### src/rtl/count_bits_seq.sv
// Sequential MSB-first bit counter (ones / zeros / leading zeros) with Start/Ready/Done handshake.
// Optional Abort input is compiled in when COUNT_BITS_ABORT_EN is defined.
module count_bits_seq #(
  parameter int DATA_W = 16,
  parameter int CNT_W  = $clog2(DATA_W + 1)
) (
  input  logic              clock,
  input  logic              reset_b,
  input  logic [DATA_W-1:0] data,
  input  logic [1:0]        Mode,
  input  logic              Start,
`ifdef COUNT_BITS_ABORT_EN
  input  logic              Abort,
`endif
  output logic [CNT_W-1:0]  count,
  output logic              Ready,
  output logic              Done
);

  typedef enum logic [1:0] {
    S_IDLE  = 2'b00,
    S_SHIFT = 2'b01,
    S_DONE  = 2'b10
  } state_t;

  state_t             r_state, w_state_next;
  logic [DATA_W-1:0]  r_shift, w_shift_next;
  logic [CNT_W-1:0]   r_count, w_count_next;
  logic [CNT_W-1:0]   r_left,  w_left_next;
  logic [1:0]         r_mode,  w_mode_next;
  logic               w_bit;
  logic               w_rest_zero;

  assign w_bit       = r_shift[DATA_W-1];
  assign w_rest_zero = (r_shift[DATA_W-2:0] == '0);

  always_ff @(posedge clock or negedge reset_b) begin
    if (!reset_b) begin
      r_state <= S_IDLE;
      r_shift <= '0;
      r_count <= '0;
      r_left  <= '0;
      r_mode  <= 2'b00;
    end else begin
      r_state <= w_state_next;
      r_shift <= w_shift_next;
      r_count <= w_count_next;
      r_left  <= w_left_next;
      r_mode  <= w_mode_next;
    end
  end

  always_comb begin
    w_state_next = r_state;
    w_shift_next = r_shift;
    w_count_next = r_count;
    w_left_next  = r_left;
    w_mode_next  = r_mode;
    case (r_state)
      S_IDLE: begin
        if (Start) begin
          w_shift_next = data;
          w_count_next = '0;
          w_left_next  = CNT_W'(DATA_W);
          w_mode_next  = Mode;
          w_state_next = S_SHIFT;
        end
      end
      S_SHIFT: begin
        w_shift_next = {r_shift[DATA_W-2:0], 1'b0};
        w_left_next  = r_left - CNT_W'(1);
        case (r_mode)
          2'b01: w_count_next = r_count + CNT_W'(~w_bit);
          2'b10: begin
            // The first one ends a leading-zero scan without being counted.
            if (w_bit) w_state_next = S_DONE;
            else       w_count_next = r_count + CNT_W'(1);
          end
          default: begin
            w_count_next = r_count + CNT_W'(w_bit);
            if (w_rest_zero) w_state_next = S_DONE;
          end
        endcase
        if (r_left == CNT_W'(1)) w_state_next = S_DONE;
      end
      S_DONE:  w_state_next = S_IDLE;
      default: w_state_next = S_IDLE;
    endcase
`ifdef COUNT_BITS_ABORT_EN
    // Abort outranks both completion and the Done cycle, but never idle Start.
    if (Abort && (r_state != S_IDLE)) begin
      w_state_next = S_IDLE;
      w_count_next = '0;
    end
`endif
  end

  assign count = r_count;
  assign Ready = (r_state == S_IDLE);
  assign Done  = (r_state == S_DONE);

endmodule
### config.mk
export PLATFORM = sky130hd
export DESIGN_NAME = count_bits_seq
export DESIGN_NICKNAME = d
export VERILOG_FILES = /design/src/rtl/count_bits_seq.sv
export SDC_FILE = /design/constraint.sdc
export NUM_CORES = 1
export LEC_CHECK = 0
export CAP_MARGIN = 10
export CELL_PAD_IN_SITES_DETAIL_PLACEMENT = 1
export CELL_PAD_IN_SITES_GLOBAL_PLACEMENT = 1
export CORE_ASPECT_RATIO = 0.5
export CORE_MARGIN = 2
export CORE_UTILIZATION = 37
export CTS_BUF_LIST = sky130_fd_sc_hd__clkbuf_8 sky130_fd_sc_hd__clkbuf_16
export CTS_CLUSTER_SIZE = 40
export DETAILED_ROUTE_END_ITERATION = 8
export GPL_ROUTABILITY_DRIVEN = 0
export PLACE_DENSITY_LB_ADDON = 0.1
export SKIP_CTS_REPAIR_TIMING = 1
export SYNTH_ARGS = -nofsm -noshare
export SYNTH_HDL_FRONTEND = slang
export SYNTH_SLANG_ARGS = --single-unit
### constraint.sdc
create_clock -name clock -period 2.45 [get_ports clock]
set_input_delay 0.49 -clock clock [delete_from_list [all_inputs] [get_ports clock]]
set_output_delay 0.49 -clock clock [all_outputs]
set_load 0.05 [all_outputs]
==> out/results.ini <==
[outcome]
outcome = finished, final reports clean

[setup_path]
rr_startpoint = r_mode[0]$_DFFE_PN0P_
critPathLaunch = r_state[1]$_DFFE_PN0P_
worstPathRequired_ns = 1.96
reg2reg_to = count[4]$_DFFE_PN0P_
endpoint_kind = output port
path_max_fanout = 10
rr_worst_depth = 11
cp_data_arrival_time_ns = 1.82
endpoint = Done
rrSetupSlack_ns = 0.15
path_class = flip-flop to output port
cp-start-kind = flip-flop

[sta]
setup_violations = 0
hold_viol_final = 0
fmax_mhz = 433
timing.setup.tns_ns = 0
drv_slew = 0
rsz0062_at_grt = no
period_share = 0.944
worst_slack_ns = 0.138
finClkSkew_ns = 0.00485
post-route-min-period_ns = 2.31
relSlewSlack = 0.666
worst_pin_slew_ns = 0.499

[clocking]
cts.sinks = 30
cts_root_buffer = clkbuf_8
cts_tree = done
clockBufferDepth = 2
cts_buffers = 5
path_clk_slew_ns = 0.07
clkLatencyLatePin_ns = 0.28
cts_max_level = 2

[cells_and_area]
diodes = 0
layout-drive-gt1-share = 0.138
fillers = 512
nets = 233
post-route-cell-area_mm2 = 0.00217
area_delta_synth_final_pct = 26.9

[min_path]
worstHoldStart = r_shift[11]$_DFFE_PN0P_
min_path_type = flip-flop to flip-flop

[route]
num_vias = 1347
vias_per_cell = 5.18
first_pass_iters = 4
drc = 0
drt_iter0_drc = 22
wl_per_cell_um = 14.8
drtAntennaViolNets = 0
routed_wl_mm = 3.86

[die]
start_util = 0.386
core_mm2 = 0.00442
fp-row-count = 17
io-pin-count = 28
die_w_um = 100
die_y_um = 52.0
dieArea_mm2 = 0.00520

[global_routing]
grt_max_degree = 31
grt_use_total = 0.166
grt_pass1_wl_mm = 6.54
overflow = 0
antenna_found_initial = 0
grt_pass1_vias = 1362

[pwr]
p_per_area_mw_per_mm2 = 1490
finalPower_uw = 3220
power_leakage_uw = 0.000969
vdd_drop_max_uv = 452

[synthesis]
ys_ff_latch = 30
yosysSeqAreaShare = 0.440
synth_area_mm2 = 0.00171
synth_warnings = 0
synth.avg_cell_area_um2 = 10.1
ys_types = 39
syn_inst = 169
synthesis.nets = 200

[placed_design]
postPlaceCellArea_mm2 = 0.00203
place_ws_ns = 0.0364
port_buffers = 27
hpwl_mm = 2.83

[run]
cap_viol_max_count = 0

sequential cells by signal, indices dropped and copies added, names as in the netlist:
| signal | count |
|---|---|
| count | 5 |
| r_mode | 2 |
| r_shift | 16 |
| r_state | 2 |
| r_left | 5 |
cell type report:
class                      instances  area [um2]  share of cell area
inverter                          10        37.5              0.0173
timing repair buffer              33         315               0.146
clock buffer                       6        82.6              0.0381
clock inverter                     2        12.5             0.00578
tap                               57        71.3              0.0329
sequential                        30         751               0.347
multi-input combinational        122         896               0.414
worst min path at each step:
stage,endpoint,slack (ns),cells after the start
2_1_floorplan,count[0]$_DFFE_PN0P_,0.19,0
3_3_place_gp,r_shift[10]$_DFFE_PN0P_,0.50,2
3_5_place_dp,r_shift[1]$_DFFE_PN0P_,0.51,2
4_1_cts,r_shift[4]$_DFFE_PN0P_,0.53,2
5_1_grt,count[3]$_DFFE_PN0P_,0.56,2
6_report,r_shift[11]$_DFFE_PN0P_,0.52,2
kinds of logic (layout without fill, tap and decap cells):
group / count (synthesis) / after routing / synth area share
and+or+nand+nor: 53 / 53 / 0.156
AOI/OAI and AO/OA: 39 / 39 / 0.153
DFF: 30 / 30 / 0.440
muxes: 17 / 17 / 0.100
buffers and inverters: 17 / 51 / 0.0572
adders and majority gates: 10 / 10 / 0.0777
xor gates and xnor gates: 3 / 3 / 0.0154
Yosys cell counts:
library cell / instances / area [um2]
a32o_1: 1 / 10.0
nor3_1: 2 / 10.0
fa_1: 1 / 20.0
ha_1: 9 / 113
o21ai_1: 8 / 40.0
nor2b_1: 4 / 25.0
buf_8: 1 / 15.0
xnor2_1: 2 / 17.5
or3b_1: 1 / 8.76
nand2_1: 28 / 105
a31oi_1: 1 / 6.26
inv_1: 10 / 37.5
o21ai_0: 16 / 80.1
dfrtp_1: 30 / 751
a221o_1: 1 / 10.0
nor4b_1: 1 / 8.76
xor2_1: 1 / 8.76
nor2b_4: 1 / 13.8
nand2b_2: 1 / 8.76
nand3b_1: 1 / 7.51
a21oi_1: 5 / 25.0
o41ai_2: 1 / 16.3
clkbuf_2: 1 / 5.00
or2_1: 1 / 6.26
nand4_1: 3 / 18.8
buf_6: 2 / 22.5
buf_4: 1 / 7.51
a21o_1: 1 / 7.51
a22o_1: 1 / 8.76
nor2_1: 4 / 15.0
buf_2: 2 / 10.0
nor3b_1: 1 / 7.51
and3_1: 1 / 6.26
o22ai_2: 1 / 12.5
mux2i_1: 16 / 160
a211oi_1: 1 / 7.51
o21bai_4: 2 / 37.5
mux2_2: 1 / 11.3
nor4_1: 4 / 25.0
per-stage QoR:
step | cells | hold slack, ns | utilization
2_1_floorplan | 169 | 0.194 | -
3_3_place_gp | 251 | 0.497 | 0.458
3_5_place_dp | 251 | 0.512 | 0.458
4_1_cts | 259 | 0.533 | 0.479
5_1_grt | 260 | 0.561 | 0.490
6_report | 260 | 0.524 | 0.490
per-layer routing:
layer	vias to the layer above	GRT usage	share of wire
met4	0	0.0479	0.0083
li1	653	-	-
met3	5	0.0484	0.037
met5	-	0	0
met2	22	0.269	0.45
met1	667	0.220	0.50
power breakdown:
group	total, uW	switching (uW)	internal (uW)
combinational	1800	993	809
sequential	987	239	748
clock	430	204	226
total	3220	1440	1780
worst max-delay path, stage by stage, from the launching register on:
cell	delay (ns)
dfrtp_1	0.54
nor2b_1	0.18
clkdlybuf4s50_1	0.81
placed cells by master, fill, tap and decap left out, drive strengths merged, types with 2 or more instances in the layout:
cell,n
a21oi,5
buf,6
clkbuf,6
clkdlybuf4s50,27
dfrtp,30
ha,9
inv,10
mux2i,16
nand2,28
nand4,3
nor2,4
nor2b,5
nor3,2
nor4,4
o21ai,24
o21bai,2
xnor2,2
(Power assumes the default switching activity.)
